`src/rtl/spi_pkg.sv`:
```
// Shared SPI definitions: FSM state encoding and default widths for the SCLK generator.
package spi_pkg;

    localparam int DIV_W_DEF  = 8;
    localparam int NPER_W_DEF = 4;

    typedef enum logic [1:0] {
        IDLE = 2'd0,
        RUN  = 2'd1,
        DONE = 2'd2
    } sclk_state_e;

endpackage

```
`src/rtl/spi_div_cnt.sv`:
```
// Half-period counter: counts clk_in cycles up to div_q and pulses tc on the terminal count.
module spi_div_cnt #(
    parameter int DIV_W = spi_pkg::DIV_W_DEF
) (
    input  logic             clk_in,
    input  logic             rst,
    input  logic             clr,
    input  logic             en,
    input  logic [DIV_W-1:0] div_q,
    output logic             tc
);

    logic [DIV_W-1:0] cnt;

    assign tc = en && (cnt == div_q);

    always_ff @(posedge clk_in or posedge rst) begin
        if (rst) begin
            cnt <= '0;
        end else if (clr) begin
            cnt <= '0;
        end else if (en) begin
            cnt <= tc ? '0 : cnt + DIV_W'(1);
        end
    end

endmodule

```
`src/rtl/spi_sclk_gen.sv`:
```
// SPI serial-clock generator: emits a burst of divided clock periods with edge strobes,
// either a fixed count or continuous until stop.
module spi_sclk_gen
    import spi_pkg::*;
#(
    parameter int DIV_W  = DIV_W_DEF,
    parameter int NPER_W = NPER_W_DEF
) (
    input  logic              clk_in,
    input  logic              rst,
    input  logic              start,
    input  logic              stop,
    input  logic [DIV_W-1:0]  div,
    input  logic [NPER_W-1:0] nper,
    input  logic              cpol,
    output logic              clk_out,
    output logic              lead_stb,
    output logic              trail_stb,
    output logic              busy,
    output logic              done
);

    sclk_state_e       state, state_n;
    logic [DIV_W-1:0]  div_q, div_n;
    logic [NPER_W-1:0] nper_q, nper_n;
    logic              cpol_q, cpol_n;
    logic [NPER_W:0]   edge_cnt, edge_n, edge_inc, edge_end;
    logic              fin, fin_n;
    logic              stop_pend, stop_n;
    logic              clk_n, lead_n, trail_n;
    logic              tc;

    assign edge_inc = edge_cnt + (NPER_W + 1)'(1);
    assign edge_end = {nper_q, 1'b0};
    assign busy     = (state != IDLE);
    assign done     = (state == DONE);

    // fin marks that the final trailing edge has been emitted; the counter freezes
    // so the DONE cycle follows the last trail_stb with no further toggles.
    spi_div_cnt #(.DIV_W(DIV_W)) u_div_cnt (
        .clk_in (clk_in),
        .rst    (rst),
        .clr    (state != RUN),
        .en     ((state == RUN) && !fin),
        .div_q  (div_q),
        .tc     (tc)
    );

    always_ff @(posedge clk_in or posedge rst) begin
        if (rst) begin
            state     <= IDLE;
            div_q     <= '0;
            nper_q    <= '0;
            cpol_q    <= 1'b0;
            edge_cnt  <= '0;
            fin       <= 1'b0;
            stop_pend <= 1'b0;
            clk_out   <= 1'b0;
            lead_stb  <= 1'b0;
            trail_stb <= 1'b0;
        end else begin
            state     <= state_n;
            div_q     <= div_n;
            nper_q    <= nper_n;
            cpol_q    <= cpol_n;
            edge_cnt  <= edge_n;
            fin       <= fin_n;
            stop_pend <= stop_n;
            clk_out   <= clk_n;
            lead_stb  <= lead_n;
            trail_stb <= trail_n;
        end
    end

    always_comb begin
        state_n = state;
        div_n   = div_q;
        nper_n  = nper_q;
        cpol_n  = cpol_q;
        edge_n  = edge_cnt;
        fin_n   = fin;
        stop_n  = stop_pend;
        clk_n   = clk_out;
        lead_n  = 1'b0;
        trail_n = 1'b0;
        case (state)
            IDLE: begin
                clk_n = cpol;
                if (start) begin
                    state_n = RUN;
                    div_n   = div;
                    nper_n  = nper;
                    cpol_n  = cpol;
                    edge_n  = '0;
                    fin_n   = 1'b0;
                    stop_n  = 1'b0;
                end
            end
            RUN: begin
                if (fin) begin
                    state_n = DONE;
                end else begin
                    if (stop) stop_n = 1'b1;
                    if (tc) begin
                        clk_n  = ~clk_out;
                        edge_n = edge_inc;
                        if (edge_inc[0]) begin
                            lead_n = 1'b1;
                        end else begin
                            trail_n = 1'b1;
                            // Stop only takes effect on a trailing edge, so no runt phase.
                            if (stop || stop_pend || ((nper_q != '0) && (edge_inc == edge_end)))
                                fin_n = 1'b1;
                        end
                    end
                end
            end
            DONE: begin
                clk_n   = cpol_q;
                state_n = IDLE;
            end
            default: begin
                state_n = IDLE;
                clk_n   = cpol;
            end
        endcase
    end

endmodule

```
`config.mk`:
```
export PLATFORM = sky130hd
export DESIGN_NAME = spi_sclk_gen
export DESIGN_NICKNAME = d
export VERILOG_FILES = /design/src/rtl/spi_pkg.sv /design/src/rtl/spi_div_cnt.sv /design/src/rtl/spi_sclk_gen.sv
export SDC_FILE = /design/constraint.sdc
export NUM_CORES = 1
export LEC_CHECK = 0
export CORE_ASPECT_RATIO = 0.6
export CORE_UTILIZATION = 40
export CTS_BUF_LIST = sky130_fd_sc_hd__clkbuf_4
export DETAILED_ROUTE_END_ITERATION = 10
export PLACE_DENSITY_LB_ADDON = 0.3
export SLEW_MARGIN = 20
export SYNTH_ARGS = -nofsm -noshare
export SYNTH_HDL_FRONTEND = slang
export SYNTH_SLANG_ARGS = --single-unit
```
`constraint.sdc`:
```
create_clock -name clk_in -period 2.2 [get_ports clk_in]
set_input_delay 0.22 -clock clk_in [delete_from_list [all_inputs] [get_ports clk_in]]
set_output_delay 0.22 -clock clk_in [all_outputs]
set_load 0.1 [all_outputs]
```
# Yosys cells after proc, flatten, opt, wreduce, memory -nomap -nowiden
# Cells that the tools add are included.
dict set report op_classes {
  bitwise 1
  eq_ne 10
  reduce_logical 17
  n_addsub 2
  n_mux 30
}
# op count
set op_table {}
lappend op_table {{2-to-1 mux 8 bit} 3}
lappend op_table {{2-to-1 mux 1 bit} 17}
lappend op_table {{2-to-1 mux 5 bit} 3}
lappend op_table {{case mux 5 bit (2 select lines)} 1}
lappend op_table {{adder 8 x 1 -> 8 bit (second input constant)} 1}
lappend op_table {{== test 8 bit} 1}
lappend op_table {{!= test 2 bit (second input constant)} 4}
lappend op_table {{AND reduction 2 bit} 4}
lappend op_table {{AND reduction 4 bit} 2}
lappend op_table {{case mux 1 bit (2 select lines)} 3}
lappend op_table {{nonzero test 2 bit} 3}
lappend op_table {{adder 5 x 1 -> 5 bit (second input constant)} 1}
lappend op_table {{== test 5 bit} 1}
lappend op_table {{2-to-1 mux 2 bit} 2}
lappend op_table {{!= test 2 x 1 -> 1 bit (second input constant)} 2}
lappend op_table {{case mux 2 bit (2 select lines)} 1}
lappend op_table {{nonzero test 4 bit} 1}
lappend op_table {{logical AND 1 bit} 3}
lappend op_table {{== test 2 x 1 -> 1 bit (second input constant)} 1}
lappend op_table {{== test 2 bit (second input constant)} 1}
lappend op_table {{logical NOT 2 bit} 1}
lappend op_table {{logical OR 1 bit} 2}
lappend op_table {{logical NOT 1 bit} 1}
lappend op_table {{inverter 1 bit} 1}
dict set report totals {
  out_inout_bits 5
  reg_bits 33
}

# Logic depth before layout (Yosys ltp)
dict set report depth {
  ltp_word 9
  ltp_mapped 8
  ltp_nobuf 7
}

# Cells and area by module
# A second synthesis with hierarchy kept.
dict set report hier_totals {
  cells_unflattened 166
  hier_area_um2 1766.7
}
# module area_per_inst_um2 seq_area_each_um2 cells_per_inst n_inst
set by_module_without_submodules {}
lappend by_module_without_submodules {spi_sclk_gen 1256.2 625.6 113 1}
lappend by_module_without_submodules {spi_div_cnt 510.5 200.2 53 1}

# Least setup slack after synthesis
# Ideal clock, no wire load.
dict set report synth_timing {
  path_kind {reg2reg}
  from {register state[0]}
  to {register edge_cnt[2]}
  t_arrival_ps 1876
  required_time_ps 2074
  path_buffers 0
  setup_time_ps 126
  setup_slack_ps 198
  stages_incl_launch_ff 8
  cell_sequence {dfrtp_1 -> inv_1 -> ha_1 -> inv_1 -> nor2_1 -> o21a_1 -> a31oi_1 -> nand3_1}
}
dict set report synth_between {
  elab_chain_len 5
  word_cells_on_any_way 10
  cone_classes {eq/ne (4); mux (1); reduce/logical (5)}
}
# item line_no
set synth_rtl {}
lappend synth_rtl {{from (decl)} spi_sclk_gen.sv:23} ;# sclk_state_e state, state_n;
lappend synth_rtl {{from (signal assigned)} spi_sclk_gen.sv:62} ;# state <= state_n;
lappend synth_rtl {{== test 2 x 1 -> 1 bit} {spi_sclk_gen.sv:44, spi_sclk_gen.sv:86}}
lappend synth_rtl {{logical AND 1 bit} spi_sclk_gen.sv:44} ;# .en ((state == RUN) && !fin),
lappend synth_rtl {{logical AND 1 bit} spi_div_cnt.sv:15} ;# assign tc = en && (cnt == div_q);
lappend synth_rtl {{!= test 2 x 1 -> 1 bit (no line)} n/a}
lappend synth_rtl {{AND reduction 4 bit (no line)} n/a}
lappend synth_rtl {{to (signal assigned)} spi_sclk_gen.sv:66} ;# edge_cnt <= edge_n;
lappend synth_rtl {{to (decl)} spi_sclk_gen.sv:27} ;# logic [NPER_W:0] edge_cnt, edge_n, edge_inc, edge_end;
# Parallel ways exist; a longest one is shown, timed or not.
# A chain may end at the register's enable or synchronous reset.

# Final worst setup path
dict set report layout_timing {
  from {register state[1]}
  to {register u_div_cnt.cnt[1]}
}
dict set report layout_between {
  elab_chain_len 6
  word_cells_on_any_way 8
  cone_classes {eq/ne (2); mux (3); reduce/logical (3)}
}
# item line_no
set layout_rtl {}
lappend layout_rtl {{== test 2 x 1 -> 1 bit} spi_sclk_gen.sv:44}
lappend layout_rtl {{logical AND 1 bit} spi_sclk_gen.sv:44}
lappend layout_rtl {{logical AND 1 bit} spi_div_cnt.sv:15}
lappend layout_rtl {{2-to-1 mux 8 bit} spi_div_cnt.sv:23} ;# cnt <= tc ? '0 : cnt + DIV_W'(1);
lappend layout_rtl {{2-to-1 mux 8 bit} spi_div_cnt.sv:22} ;# end else if (en) begin
lappend layout_rtl {{2-to-1 mux 8 bit} spi_div_cnt.sv:20} ;# end else if (clr) begin
lappend layout_rtl {{to (signal assigned)} spi_div_cnt.sv:23}
lappend layout_rtl {{to (decl)} spi_div_cnt.sv:13} ;# logic [DIV_W-1:0] cnt;
# Parallel ways exist; a longest one is shown, timed or not. The select of a mux whose other input is x is not followed.

==> reports/qor.yml <==
sta:
  fmax_mhz: 543
  rsz0062_at_grt: "false"
  setup_viol: 0
  period_minus_slack_ns: 1.84
  fin_worst_skew_ns: 0.0158
  tns_ns: 0
  setup_ws_ns: 0.357
  tightest_slew_ns: 0.423
  finalCritPeriodShare_pct: 83.8
  whs_ns: 0.253
  hold_viol_final: 0
  drv_slew: 0
  relSlewSlack_pct: 71.8
finish:
  layoutNonFillerInstCount: 266
  flow.area_growth_from_synthesis_pct: 20.1
  layout.nets: 227
  antenna_cells: 0
  layout-drive-gt1-share_pct: 19.9
power:
  leakagePower_nw: 0.953
  power.density_mw_per_mm2: 1140
  total_power_mw: 2.49
  ir_drop_v: 0.000537
grt:
  grt_pass1_wl_mm: 6.21
  antenna_found_initial: 0
  grt_overflow_total: 0
  grt_pass1_vias: 1189
  track_usage_pct: 18.0
  grt_max_degree: 34
clock_network:
  cts_made_buffers: 5
  cts_max_path_buffers: 2
  clk_latency_ns: 0.34
  post_cts_resize_count: 0
  path_clk_slew_ns: 0.11
  clock_sinks: 33
  h-tree-depth: 2
  cts_tree: "done"
  ctsHoldBuffers: 0
  cts_root_buffer: "clkbuf_4"
  post-cts-setup-buffers: 0
setup_path:
  crit_path_top_delay_cell: "dfrtp_1"
  crit_type: "flip-flop to flip-flop"
  start_kind: "flip-flop"
  path_cells: "inv_1, ha_1, and2b_1, nand2_1, nor3_4, buf_4, or3b_1, a21boi_1"
  crit_family: "simple AND/OR/NAND/NOR gates"
  worstPathArrival_ns: 2.10
  cp_max_fo: 10
  crit_path_end_kind: "flip-flop"
  worstReg2RegStart: "state[1]"
  required_ns: 2.45
  slowest_delay_ns: 0.39
  crit_start: "state[1]"
  crit_buf_inv: 2
yosys:
  synth_most_common_cell: "dfrtp_1"
  synth.cell_area_mm2: 0.00182
  yosys_warnings: 0
  syn_avg_cell_area_um2: 10.3
  post-synth-top-area-fraction_pct: 45.3
  synthesis.instances: 177
  synth_ff_type: "dfrtp_1"
  synth.distinct_cells: 42
  ys_top_cells_by_area: "dfrtp_1 45%, mux2_2 8.0%, xnor2_1 5.8%"
  synth_edf_count: 0
  synthTopCellsByCount: "33 x dfrtp_1, 19 x nor2_1, 16 x nand2_1, 13 x mux2_2, 12 x xnor2_1"
  async_flop_share_pct: 100
  ys_ff_latch: 33
  yosysSeqAreaShare_pct: 45.3
  synth_area_leader_cell: "dfrtp_1"
  synth.net_count: 199
placed_design:
  placedCellCount: 258
  portBuffers: 21
  dp_slack_ns: 0.382
  dp_hpwl_mm: 2.75
  routabilityCongestion: 0.783
floorplanning:
  die_y_um: 54.3
  ios: 22
  initial_core_util_pct: 43.0
  core-area_mm2: 0.00423
  die_area_mm2: 0.00484
  die_x_um: 89.1
  fp-row-count: 18
worst_hold_path:
  hp-class: "input pin to asynchronous set/reset pin"
drt:
  wirelength_mm: 3.74
  drtIter0Drc: 81
  vias: 1328
  drtPass1Iterations: 4
  avgRoutedWirePerCell_um: 14.1
  drcViolationCount: 0
  antenna_left: 0
  vias_per_cell: 4.99
status:
  status: "finished, final reports clean"
flow_run:
  cap_violations: 0
logic make-up (layout without fill, tap and decap cells):
group / Yosys count / in the layout / share of synthesized area (%)
AO/OA/AOI/OAI: 23 / 23 / 8.38
XOR/XNOR: 19 / 19 / 9.96
adder cells (fa/ha/maj): 5 / 5 / 3.43
buffers and inverters: 11 / 40 / 2.75
flip-flops: 33 / 33 / 45.3
multiplexers: 16 / 16 / 9.68
AND/OR/NAND/NOR: 70 / 70 / 20.5
metrics by stage:
stage	instance area (um^2)	utilization (%)
6_report	2190	51.7
5_1_grt	2190	51.7
4_1_cts	2190	51.7
3_5_place_dp	2110	49.8
3_3_place_gp	2110	49.8
2_1_floorplan	1820	-
path summary, 6_finish.rpt:
path                                    end  slack, ns  cells past startpoint
setup / recovery           u_div_cnt.cnt[1]       0.36                      8
hold / removal                       cpol_q       0.25                      3
setup reg to reg           u_div_cnt.cnt[1]       0.36                      8
hold reg to reg                      cpol_q       0.52                      1
max in group asynchronous          div_q[7]       1.63                      3
min in group clk_in               nper_q[3]       0.48                      2
power breakdown:
group	internal, mW	total (mW)	switching [mW]	leakage, nW
combinational	0.466	1.07	0.607	0.485
sequential	0.785	0.959	0.173	0.424
clock	0.249	0.461	0.212	0.0433
area by class of cell:
| cell class | instances | area (um^2) |
|---|---|---|
| fill | 412 | 2050 |
| multi-input combinational | 133 | 946 |
| sequential | 33 | 826 |
| timing repair buffer | 27 | 243 |
| tap | 60 | 75.1 |
| clock buffer | 6 | 45.0 |
| clock inverter | 2 | 33.8 |
| inverter | 5 | 18.8 |
state kept, by name, indices dropped and copies added (netlist names):
register and flops:
div_q 8, u_div_cnt.cnt 8, edge_cnt 5, nper_q 4, state 2, clk_out 1
cpol_q 1, fin 1, lead_stb 1, stop_pend 1, trail_stb 1
cells in the final DEF (no fill, tap or decap), drive strengths merged, types with 3 or more instances in the layout:
master / Yosys / layout
inv: 5 / 5
a21oi: 3 / 3
nor3: 3 / 3
nand2b: 3 / 3
clkbuf: 4 / 6
ha: 5 / 5
mux2: 13 / 13
xor2: 5 / 5
xnor2: 14 / 14
clkdlybuf4s50: 0 / 16
nand3: 12 / 12
buf: 2 / 11
nand2: 16 / 16
dfrtp: 33 / 33
nor4: 3 / 3
nor2: 19 / 19
nand4: 5 / 5
a21boi: 3 / 3
mux2i: 3 / 3
o21ai: 6 / 6
per-layer routing:
metal | vias to the layer above | global-route usage, % | part of all wire (%)
met5 | - | 0 | 0
met1 | 612 | 30.4 | 58
met2 | 38 | 20.5 | 35
met4 | 0 | 5.56 | 1.0
met3 | 5 | 4.68 | 5.1
li1 | 673 | - | -
worst min-delay path, delay by kind of cell:
kind / cells / cell delay (ns)
buf+inv: 3 / 0.81
Note: power is estimated with default switching activity, not from simulation.
